$ cat config.mk
export PLATFORM = sky130hd
export DESIGN_NAME = data_sync_multi_s2f
export DESIGN_NICKNAME = d
export VERILOG_FILES = /design/src/rtl/data_sync_multi_s2f.sv
export SDC_FILE = /design/constraint.sdc
export NUM_CORES = 1
export LEC_CHECK = 0
export ABC_CLOCK_PERIOD_IN_PS = 1300
export BUFFER_PORTS_ARGS = -buffer_cell sky130_fd_sc_hd__buf_2
export CAP_MARGIN = 20
export CORE_MARGIN = 1
export CORE_UTILIZATION = 30
export DETAILED_ROUTE_END_ITERATION = 7
export GPL_ROUTABILITY_DRIVEN = 0
export HOLD_SLACK_MARGIN = 0.05
export RECOVER_POWER = 25
export SLEW_MARGIN = 10
export SYNTH_ARGS = -nofsm -noshare
export SYNTH_HDL_FRONTEND = slang
export SYNTH_SLANG_ARGS = --single-unit
$ cat constraint.sdc
create_clock -name CLK -period 1.3 [get_ports CLK]
set_clock_uncertainty 0.05 [all_clocks]
set_input_delay 0.26 -clock CLK [delete_from_list [all_inputs] [get_ports CLK]]
set_output_delay 0.26 -clock CLK [all_outputs]
set_load 0.005 [all_outputs]
$ cat src/rtl/data_sync_multi_s2f.sv
// data_sync_multi_s2f: multi-channel slow-to-fast bus synchroniser with valid/ready handshake, overrun flag and ack toggle
module data_sync_multi_s2f #(
    parameter int NUM_STAGES = 2,
    parameter int WIDTH      = 8,
    parameter int CHANNELS   = 4,
    parameter int MODE       = 0
) (
    input  logic                      CLK,
    input  logic                      Reset,
    input  logic [CHANNELS*WIDTH-1:0] Async_bus,
    input  logic [CHANNELS-1:0]       bus_EN,
    input  logic [CHANNELS-1:0]       out_ready,
    input  logic [CHANNELS-1:0]       overrun_clr,
    output logic [CHANNELS*WIDTH-1:0] sync_bus,
    output logic [CHANNELS-1:0]       EN_pulse,
    output logic [CHANNELS-1:0]       out_valid,
    output logic [CHANNELS-1:0]       ack_toggle,
    output logic [CHANNELS-1:0]       overrun
);
    if (NUM_STAGES < 2 || CHANNELS < 1) begin : g_bad_params
        $error("data_sync_multi_s2f: NUM_STAGES must be >= 2 and CHANNELS >= 1");
    end
    for (genvar c = 0; c < CHANNELS; c++) begin : g_ch
        logic [NUM_STAGES-1:0] s;
        logic                  prev, ev, acc, drop;
        logic [WIDTH-1:0]      data_q;
        logic                  pulse_q, valid_q, ack_q, ovr_q;
        always_comb begin
            ev   = (MODE == 1) ? (s[NUM_STAGES-1] ^ prev) : (s[NUM_STAGES-1] & ~prev);
            acc  = ev & (~valid_q | out_ready[c]);
            drop = ev & valid_q & ~out_ready[c];
        end
        // prev resets to 0, so an enable already high at release counts as a fresh event
        always_ff @(posedge CLK) begin
            if (Reset) begin
                s       <= '0;
                prev    <= 1'b0;
                data_q  <= '0;
                pulse_q <= 1'b0;
                valid_q <= 1'b0;
                ack_q   <= 1'b0;
                ovr_q   <= 1'b0;
            end else begin
                s       <= {s[NUM_STAGES-2:0], bus_EN[c]};
                prev    <= s[NUM_STAGES-1];
                data_q  <= acc ? Async_bus[c*WIDTH +: WIDTH] : data_q;
                pulse_q <= acc;
                valid_q <= acc | (valid_q & ~out_ready[c]);
                ack_q   <= ack_q ^ acc;
                ovr_q   <= drop | (ovr_q & ~overrun_clr[c]);
            end
        end
        assign sync_bus[c*WIDTH +: WIDTH] = data_q;
        assign EN_pulse[c]   = pulse_q;
        assign out_valid[c]  = valid_q;
        assign ack_toggle[c] = ack_q;
        assign overrun[c]    = ovr_q;
    end
endmodule

==> results.md <==
- Cts repair resizes: 0
- Critical path's largest stage delay: 0.36 ns
- Setup Crit Path Kind: reg -> reg
- Post-synthesis cell type count: 19
- Final Cycle Share: 0.944
- Hold_buf cts: 0
- CTS Root Cell: clkbuf_8
- I/O Buffers: 93
- Clock buffer depth: 2
- Leakage: 1.34 nW
- Crit path time final: 1.23 ns
- Hold Crit Depth: 2
- Crit. End Element: flip-flop
- CP Buf/Inv Count: 1
- Post-route ant nets: 0
- Delay-heaviest family, CP: simple AND/OR/NAND/NOR gates
- Initial antenna violation count: 0
- Final cell count without fillers: 435
- Crit path depth: 4
- Global route overflow: 0
- Pre-antenna DRT Iters: 4
- RSZ-0062 raised after global routing: no
- Num rows: 32
- R2r setup slk: 0.07 ns
- TritonCTS Sinks: 60
- Max rail drop VDD: 0.000616 V
- Cells after synthesis: 251
- Worst hold path class: in -> reg
- Vias in the first global route: 1806
- Detailed placement HPWL: 3490 um
- Seq cells post-synth: 60
- Register area share after synthesis: 0.488
- Worst endpoint required time: 1.51 ns
- Worst setup SP type: flip-flop
- First-pass GRT wire length: 8110 um
- Mean area per synthesized cell: 9.81 um2
- Total power per unit cell area: 1260 nW/um2
- Antenna diode count: 0
- DR DRC count: 0
- Status: completed
- Area growth syn-to-layout: 24.5%
- Count of final setup violators: 0
- Hold Crit Endpoint: g_ch[0].s[0]
- WL final: 5080 um
- Die area: 8570 um2
- H-tree depth: 3
- Share of cells above drive strength 1: 0.369
- Netlist Area Pre-Place: 2460 um2
- Critical Path AT: 1.44 ns
- Initial Utilization: 0.314
- Net count, final: 374
- Power Total: 0.00387 W
- Relative slew slack: 0.497
- Critical Path Start: g_ch[0].valid_q
- Core area: 7850 um2
- Setup_tns: 0 ns
- Syn_nets: 297
- Slew @ Worst Pin: 0.755 ns
- RR Endpoint: g_ch[0].data_q[7]
- CP Max Fanout: 16
- Pin count of the biggest net entering global routing: 22
- Die height: 92.6 um
- GRT Total Usage: 0.120
- Cell count of the worst reg-to-reg path: 4
- Max-cap violation count: 0
- Final Hold Viols: 0
- DP Cell Count: 414
- Warnings from Yosys: 0
- Inserted Clock Buffers: 9
- # Post-CTS Setup Buffers: 0
- Die width: 92.6 um
- Hold_sp: bus_EN[0]
- RR Startpoint: g_ch[0].valid_q
- 1st-iter DRT viols: 54
- Max-slew violation count: 0
- Final-layout fill cell count: 840
- Wire length per cell: 11.7 um
- TritonCTS clock tree: yes
- Vias per cell: 4.50
- Fin util: 0.390
- Total vias in the final route: 1956
- Reg clk slew, reported paths: 0.07 ns
- Ports: 94
- Cell Chain, Critical Path: nor2b_4 -> buf_4 -> or3b_1 -> a21oi_1
- Max Fclk: 0.815 GHz
- Worst skew pair latency: 0.32 ns
- Slowest stage cell, crit path: or3b_1
how the worst max path moves through the flow:
stage / endpoint
after global placement: g_ch[2].ack_q
after detailed placement: g_ch[2].ack_q
after global routing: g_ch[2].ack_q
after floorplan: g_ch[0].ack_q
final: g_ch[0].data_q[7]
after CTS: g_ch[2].ack_q
placed cells by master (no fill, tap or decap):
cell type and count:
a2bb2oi_1 4, nor2_1 12, a21oi_1 36, nand2b_1 4, dfxtp_1 60, clkbuf_8 10
clkinv_2 2, mux2_2 2, clkbuf_1 4, buf_2 91, nand2b_4 4, nor2b_1 16
o21ai_0 32, mux2_1 2, or3b_1 32, buf_4 7, nor2b_4 4, clkinv_4 1
bufinv_16 1, nor2b_2 1, nor3_1 4, inv_1 4
kinds of logic after synthesis:
| group | after synthesis | share of synthesized area |
|---|---|---|
| buffers and inverters | 39 | 0.105 |
| multiplexers | 4 | 0.0183 |
| AO/OA/AOI/OAI | 72 | 0.153 |
| AND/OR/NAND/NOR | 76 | 0.236 |
| flip-flops | 60 | 0.488 |
stage by stage:
step / area [um2] / worst slack, ns / hold slack (ns)
6_report: 3060 / 0.0732 / 0.0934
5_1_grt: 3060 / 0.00360 / 0.0781
4_1_cts: 3030 / 0.0533 / 0.0737
3_5_place_dp: 2830 / 0.0412 / 0.376
3_3_place_gp: 2830 / 0.0793 / 0.372
2_1_floorplan: 2460 / 0.135 / 0.338
sequential cells by signal (all words and copies together), names as in the netlist:
signal / count
g_ch.valid_q: 4
g_ch.ack_q: 4
g_ch.pulse_q: 4
g_ch.ovr_q: 4
g_ch.data_q: 32
g_ch.s: 8
g_ch.prev: 4
power by group:
group          leakage [nW]  internal (W)  switching [W]
sequential            0.489       0.00190      0.0000302
clock                 0.100      0.000936       0.000699
combinational         0.751      0.000163       0.000142
layout make-up:
class                           count  area [um2]  area share
Clock buffer                       12         145      0.0474
Clock inverter                      4        48.8      0.0159
Inverter                            4        15.0     0.00490
Multi-Input combinational cell    153        1010       0.330
Sequential cell                    60        1200       0.392
Tap cell                          102         128      0.0417
Timing Repair Buffer              100         515       0.168
cell usage after synthesis:
master     number  share of area
nor2b_1        16          0.041
or3b_1         32           0.11
mux2_2          2         0.0092
nand2b_4        4          0.022
o21ai_0        32          0.065
nor3_1          4         0.0081
buf_2           6          0.012
buf_1           1         0.0015
clkbuf_1        4         0.0061
inv_1           4         0.0061
a2bb2oi_1       4          0.014
nor2b_4         4          0.022
buf_6           4          0.018
nor2_1         12          0.018
dfxtp_1        60           0.49
mux2_1          2         0.0092
a21oi_1        36          0.073
buf_4          20          0.061
nand2b_1        4          0.010
layer usage:
layer / routed length [um] / global-route usage / vias up
met1: 2290 / 0.134 / 896
met2: 2440 / 0.207 / 52
met3: 269 / 0.0411 / 8
met4: 80 / 0.0469 / 0
met5: 0 / 0 / -
li1: - / - / 1000
Note: power is estimated with default switching activity, not from simulation.
